`config.mk`:
```
export PLATFORM = sky130hd
export DESIGN_NAME = s5378_cone_bist
export DESIGN_NICKNAME = d
export VERILOG_FILES = /design/src/rtl/s5378_bist_pkg.sv /design/src/rtl/s5378_misr16.sv /design/src/rtl/s5378_cone_bist.sv
export SDC_FILE = /design/constraint.sdc
export NUM_CORES = 1
export LEC_CHECK = 0
export CORE_MARGIN = 2
export CORE_UTILIZATION = 53
export DETAILED_ROUTE_END_ITERATION = 7
export PLACE_DENSITY = 0.85
export SLEW_MARGIN = 10
export SYNTH_ARGS = -nofsm -noshare
export SYNTH_HDL_FRONTEND = slang
export SYNTH_SLANG_ARGS = --single-unit
```
`constraint.sdc`:
```
create_clock -name CK -period 2.9 [get_ports CK]
set_input_delay 0.29 -clock CK [delete_from_list [all_inputs] [get_ports CK]]
set_output_delay 0.29 -clock CK [all_outputs]
set_load 0.01 [all_outputs]
```
`src/rtl/s5378_bist_pkg.sv`:
```
`default_nettype none
// ============================================================================
// Module   : s5378_bist_pkg
// Purpose  : Shared types and constants for the s5378 cone BIST driver:
//            FSM state encoding, LFSR20 taps, MISR16 polynomial, default seed
//            and the serial signature update function.
// Revision : 1.0  initial release
// ============================================================================
package s5378_bist_pkg;

  typedef enum logic [1:0] {
    S_IDLE  = 2'd0,
    S_SEED  = 2'd1,
    S_APPLY = 2'd2,
    S_CAPT  = 2'd3
  } bist_state_e;

  // Pattern generator: x^20 + x^17 + 1, maximal length, shift left
  localparam int unsigned c_LFSR_W      = 20;
  localparam int unsigned c_LFSR_TAP_HI = 19;
  localparam int unsigned c_LFSR_TAP_LO = 16;
  localparam logic [19:0] c_DEFAULT_SEED = 20'h00001;

  // Signature compactor: x^16 + x^15 + x^13 + x^4 + 1
  localparam int unsigned c_MISR_W    = 16;
  localparam logic [15:0] c_MISR_POLY = 16'hA011;

  // One serial MISR step: feedback is the outgoing MSB xor the response bit
  function automatic logic [15:0] misr16_step(input logic [15:0] sig_in, input logic din);
    logic fb;
    fb = sig_in[15] ^ din;
    return {sig_in[14:0], 1'b0} ^ (fb ? c_MISR_POLY : 16'h0000);
  endfunction

endpackage : s5378_bist_pkg
`default_nettype wire

```
`src/rtl/s5378_misr16.sv`:
```
`default_nettype none
// ============================================================================
// Module   : s5378_misr16
// Purpose  : 16-bit serial signature register with synchronous clear and
//            capture enable; also exposes the next signature so the caller
//            can compare against a golden value on the final capture.
// Revision : 1.0  initial release
// ============================================================================
module s5378_misr16
  import s5378_bist_pkg::*;
(
  input  logic                clk_i,
  input  logic                rst_ni,
  input  logic                clr_i,
  input  logic                en_i,
  input  logic                din_i,
  output logic [c_MISR_W-1:0] sig_o,
  output logic [c_MISR_W-1:0] sig_next_o
);

  logic [c_MISR_W-1:0] sig_q;
  logic [c_MISR_W-1:0] sig_d;

  // Next-signature selection: clear wins over capture
  always_comb begin
    sig_next_o = misr16_step(sig_q, din_i);
    sig_d      = sig_q;
    if (clr_i) begin
      sig_d = '0;
    end else if (en_i) begin
      sig_d = sig_next_o;
    end
  end

  // Signature register, cleared asynchronously by reset
  always_ff @(posedge clk_i or negedge rst_ni) begin
    if (!rst_ni) begin
      sig_q <= '0;
    end else begin
      sig_q <= sig_d;
    end
  end

  assign sig_o = sig_q;

endmodule : s5378_misr16
`default_nettype wire

```
`src/rtl/s5378_cone_bist.sv`:
```
`default_nettype none
// ============================================================================
// Module   : s5378_cone_bist
// Purpose  : Self-test driver for one extracted s5378 cone. Generates LFSR
//            patterns (registered, glitch-free), lets the cone settle for a
//            cycle, captures its output into a MISR and reports pass/fail
//            against a golden signature. Run length is 1 + 2*N_PAT cycles.
// Revision : 1.0  initial release
// ============================================================================
module s5378_cone_bist
  import s5378_bist_pkg::*;
#(
  parameter int unsigned      N_IN  = c_LFSR_W,
  parameter int unsigned      N_PAT = 1024,
  parameter int unsigned      SIG_W = c_MISR_W,
  parameter logic [N_IN-1:0]  SEED  = c_DEFAULT_SEED
) (
  input  logic             CK,
  input  logic             RN,
  input  logic             start,
  input  logic             cone_out,
  input  logic [SIG_W-1:0] golden_sig,
  output logic [N_IN-1:0]  pat_vec,
  output logic             busy,
  output logic             done,
  output logic             pass,
  output logic [SIG_W-1:0] sig
);

  localparam int unsigned      CNT_W      = $clog2(N_PAT) + 1;
  localparam logic [CNT_W-1:0] c_CNT_LAST = CNT_W'(N_PAT - 1);
  // An all-zero seed would lock the LFSR, so it is replaced by 1
  localparam logic [N_IN-1:0]  c_SEED_EFF = (SEED == '0) ? N_IN'(1) : SEED;

  bist_state_e      state_q, state_d;
  logic [N_IN-1:0]  lfsr_q,  lfsr_d;
  logic [CNT_W-1:0] cnt_q,   cnt_d;
  logic             busy_q,  busy_d;
  logic             done_q,  done_d;
  logic             pass_q,  pass_d;

  logic             misr_clr;
  logic             misr_en;
  logic [SIG_W-1:0] sig_cur;
  logic [SIG_W-1:0] sig_next;

  // Next-state and datapath control; every target holds unless a state moves it
  always_comb begin
    state_d  = state_q;
    lfsr_d   = lfsr_q;
    cnt_d    = cnt_q;
    busy_d   = busy_q;
    done_d   = done_q;
    pass_d   = pass_q;
    misr_clr = 1'b0;
    misr_en  = 1'b0;
    case (state_q)
      S_IDLE: begin
        if (start) begin
          state_d = S_SEED;
          busy_d  = 1'b1;
          done_d  = 1'b0;
          pass_d  = 1'b0;
        end
      end
      S_SEED: begin
        lfsr_d   = c_SEED_EFF;
        cnt_d    = '0;
        misr_clr = 1'b1;
        state_d  = S_APPLY;
      end
      S_APPLY: begin
        state_d = S_CAPT;
      end
      S_CAPT: begin
        misr_en = 1'b1;
        lfsr_d  = {lfsr_q[N_IN-2:0], lfsr_q[c_LFSR_TAP_HI] ^ lfsr_q[c_LFSR_TAP_LO]};
        if (cnt_q == c_CNT_LAST) begin
          state_d = S_IDLE;
          busy_d  = 1'b0;
          done_d  = 1'b1;
          // Compare the post-capture signature so the last pattern counts
          pass_d  = (sig_next == golden_sig);
        end else begin
          cnt_d   = cnt_q + CNT_W'(1);
          state_d = S_APPLY;
        end
      end
      default: begin
        state_d = S_IDLE;
      end
    endcase
  end

  // State and control registers; reset aborts any run without flagging done
  always_ff @(posedge CK or negedge RN) begin
    if (!RN) begin
      state_q <= S_IDLE;
      lfsr_q  <= '0;
      cnt_q   <= '0;
      busy_q  <= 1'b0;
      done_q  <= 1'b0;
      pass_q  <= 1'b0;
    end else begin
      state_q <= state_d;
      lfsr_q  <= lfsr_d;
      cnt_q   <= cnt_d;
      busy_q  <= busy_d;
      done_q  <= done_d;
      pass_q  <= pass_d;
    end
  end

  s5378_misr16 u_misr (
    .clk_i      (CK),
    .rst_ni     (RN),
    .clr_i      (misr_clr),
    .en_i       (misr_en),
    .din_i      (cone_out),
    .sig_o      (sig_cur),
    .sig_next_o (sig_next)
  );

  assign pat_vec = lfsr_q;
  assign busy    = busy_q;
  assign done    = done_q;
  assign pass    = pass_q;
  assign sig     = sig_cur;

endmodule : s5378_cone_bist
`default_nettype wire

```
==> summary.md <==
| Metric | Value |
|---|---|
| Pre-antenna DRT Iters | 4 |
| Setup ws final | 1.08 ns |
| Startpoint types | register |
| CTS tree | built |
| Synthesized area | 2420 sq um |
| Comb pwr share | 42.7% |
| Peak Freq | 550 MHz |
| Post-Synth Adder-Cell Area | 0.516% |
| DR vias | 1,998 |
| PortBufs | 58 |
| Pleak | 1.33 nW |
| Die area | 5130 sq um |
| Synth Area in Simple Gates | 14.8% |
| Initial antenna violation count | 0 |
| Final TNS setup | 0 ns |
| Arrival @ worst endpoint | 2.02 ns |
| Clock Root Buffer | clkbuf_8 |
| Crit path max fanout | 6 |
| Synth unique cells | 39 |
| Largest net degree at the start of global routing | 53 |
| CTS hold repair buffers | 0 |
| Vias in the first global route | 1,939 |
| Sw Ratio | 36.4% |
| Relative slew slack | 58.0% |
| Worst R2R Path Depth | 6 |
| CTS Buf Count | 5 |
| First-pass GRT wire length | 9030 um |
| Peak supply drop | 0.000586 V |
| Power Density | 997 nW/um^2 |
| Drt wl/cell | 15.6 um |
| Cells after Synth | 237 |
| RR Endpoint | cnt_q[0]$_DFFE_PN0P_ |
| Clk network pwr share | 13.6% |
| GRT Util Overall | 22.6% |
| Clock Latency Late Sink | 0.31 ns |
| Nets@finish | 313 |
| CP endpoint | cnt_q[0]$_DFFE_PN0P_ |
| Unrepaired setup endpoints after global routing | false |
| GPL Wtd Cong | 0.876 |
| Cell-internal power | 1.98 mW |
| Post-route clock skew | 0.00982 ns |
| Worst-path clk slew | 0.09 ns |
| Syn avg cell area | 10.2 sq um |
| Period Utilization, post-route | 62.7% |
| CTS H-tree depth | 2 |
| Post-Route WL | 5350 um |
| Vert. Die Dim | 71.6 um |
| Dpl ws | 1.04 ns |
| Final setup vio count | 0 |
| Period minus WS final | 1.82 ns |
| DIE WIDTH | 71.6 um |
| Max Buffers Root-to-Sink | 2 |
| Setup Buffers After CTS | 0 |
| Crit. End Element | register |
| Slowest cell delay on critical path | 0.44 ns |
| Area Overhead vs Synth | 29.2% |
| R2r setup slk | 1.08 ns |
| Hold Path Class | input pin to async pin |
| Data required, critical path | 3.10 ns |
| Initial DRC Count | 168 |
| # rows | 24 |
| Net switching power | 1.14 mW |
| I/O pin total | 59 |
| Synth warnings | 0 |
| DR DRC count | 0 |
| Sequential cell area fraction in the yosys report | 53.7% |
| Hold Slack | -0.0176 ns |
| Most frequent cells in the layout | clkdlybuf4s50_1, dfrtp_1, a22o_1 |
| Post-DP Area | 3040 sq um |
| Post-synthesis mux area share | 0% |
| Crit-path cells | ha_1 > nand4_4 > or3_1 > nand2_1 > o21ai_1 > a22o_1 |
| Sequential share of power | 43.7% |
| Critical Path Slowest Stage Cell | dfrtp_1 |
| Synth Area in XOR/XNOR | 7.59% |
| MaxCap Viol Count | 0 |
| Post-detail-place hpwl | 3650 um |
| Post-cts resize count | 0 |
| Clock sink count | 52 |
| Failing checks | hold timing |
| Final hold violations | 14 |
| Synth Flop Type | dfrtp_1 |
| DR vias/cell | 5.81 |
| FF-to-FF Start | cnt_q[0]$_DFFE_PN0P_ |
| Number of synthesized flops with an enable pin | 0 |
| Filler cells | 336 |
| Commonest non-fill, non-tap cell in the layout | clkdlybuf4s50_1 |
| Core ar. | 4380 sq um |
| Compound-cell area share of the yosys netlist | 18.9% |
| Max-slew violation count | 0 |
| Status | complete, but fails checks |
| Ant diodes | 0 |
| Total grt overflow | 0 |
| Worst slew pin tran | 0.630 ns |
| Setup crit start | cnt_q[0]$_DFFE_PN0P_ |
| Synthesis-stage register bit count | 52 |
| Main combinational cell family by area after synthesis | compound AO/OA/AOI/OAI gates |
| DRT antenna net count | 0 |
| Design area | 3130 sq um |
| Initial core utilization | 55.3% |
| Fraction of layout instances using a drive strength above 1 | 5.48% |
| Critical path type | register to register |
| Async SR Flop Fraction | 100% |
| Syn_nets | 258 |
==> metal layers <==
layer,GRT usage (%),up-vias,share of wire (%)
met2,35.5,57,49
met1,30.3,983,44
met5,0,-,0
met4,10.7,0,2.1
met3,4.36,11,4.8
li1,-,947,-
==> sequential cells by signal, indices dropped and copies added (netlist names) <==
register,cells
done,1
u_misr.sig_o,16
busy,1
state_q,2
pat_vec,20
cnt_q,11
pass,1
==> critical path: cells and delay by family, from the launching register on <==
| family | cells | cell delay (ns) |
|---|---|---|
| adders and majority gates | 1 | 0.35 |
| DFF | 1 | 0.44 |
| AOI/OAI and AO/OA | 2 | 0.24 |
| and+or+nand+nor | 3 | 0.70 |
==> layout make-up <==
type                            count  area [sq um]  area share (%)
Timing Repair Buffer               62           608            19.4
Multi-Input combinational cell    157          1010            32.4
Clock buffer                        6          82.6            2.64
Inverter                           14          52.6            1.68
Tap cell                           52          65.1            2.08
Clock inverter                      1          8.76           0.280
Sequential cell                    52          1300            41.6
==> metrics by stage <==
stage                     total power [mW]  hold WS [ns]  cells  util [%]
after floorplan                       2.02      -0.00559    237         -
after global placement                2.67         0.502    337      69.3
after detailed placement              2.71         0.508    337      69.3
after CTS                             3.15         0.219    344      71.4
after global routing                  3.33        0.0372    344      71.4
final                                 3.12       -0.0176    344      71.4
==> cell families (layout without fill, tap and decap cells) <==
family	Yosys count	count (layout)
adder cells (fa/ha/maj)	1	1
AO/OA/AOI/OAI	64	64
AND/OR/NAND/NOR	71	71
XOR/XNOR	21	21
flip-flops	52	52
buffers and inverters	28	83
==> worst min path at each step <==
stage | startpoint | to | slack, ns | depth (start not counted)
after floorplan | RN | busy$_DFFE_PN0P_ | -0.006 | 0
after global placement | pat_vec[4]$_DFFE_PN0P_ | pat_vec[5]$_DFFE_PN0P_ | 0.50 | 1
after detailed placement | pat_vec[15]$_DFFE_PN0P_ | pat_vec[16]$_DFFE_PN0P_ | 0.51 | 1
after CTS | RN | pat_vec[5]$_DFFE_PN0P_ | 0.22 | 1
after global routing | RN | pat_vec[5]$_DFFE_PN0P_ | 0.04 | 1
final | RN | pat_vec[5]$_DFFE_PN0P_ | -0.02 | 1
==> power by group through the flow <==
stage | clock, mW | sequential (mW) | combinational, mW
global placement | 0 | 1.37 | 1.30
global route | 0.464 | 1.41 | 1.46
CTS | 0.437 | 1.36 | 1.35
finish | 0.425 | 1.36 | 1.33
detailed placement | 0 | 1.37 | 1.34
floorplan | 0 | 1.41 | 0.600
==> synthesized netlist by cell type, types with 2 or more instances <==
cell / count / area, sq um
a22o_1: 23 / 201
o31ai_1: 3 / 22.5
inv_1: 13 / 48.8
dfrtp_1: 52 / 1300
nand4_1: 4 / 25.0
nand3_1: 19 / 95.1
xnor2_1: 15 / 131
nand2_1: 22 / 82.6
nand3b_1: 2 / 15.0
nor2_1: 12 / 45.0
clkbuf_1: 9 / 33.8
a21oi_1: 9 / 45.0
o311ai_0: 3 / 26.3
nor3_1: 3 / 15.0
o21ai_1: 2 / 10.0
buf_1: 2 / 7.51
buf_2: 3 / 15.0
o21ai_0: 15 / 75.1
xor2_1: 6 / 52.6
Note: power is estimated with default switching activity, not from simulation.
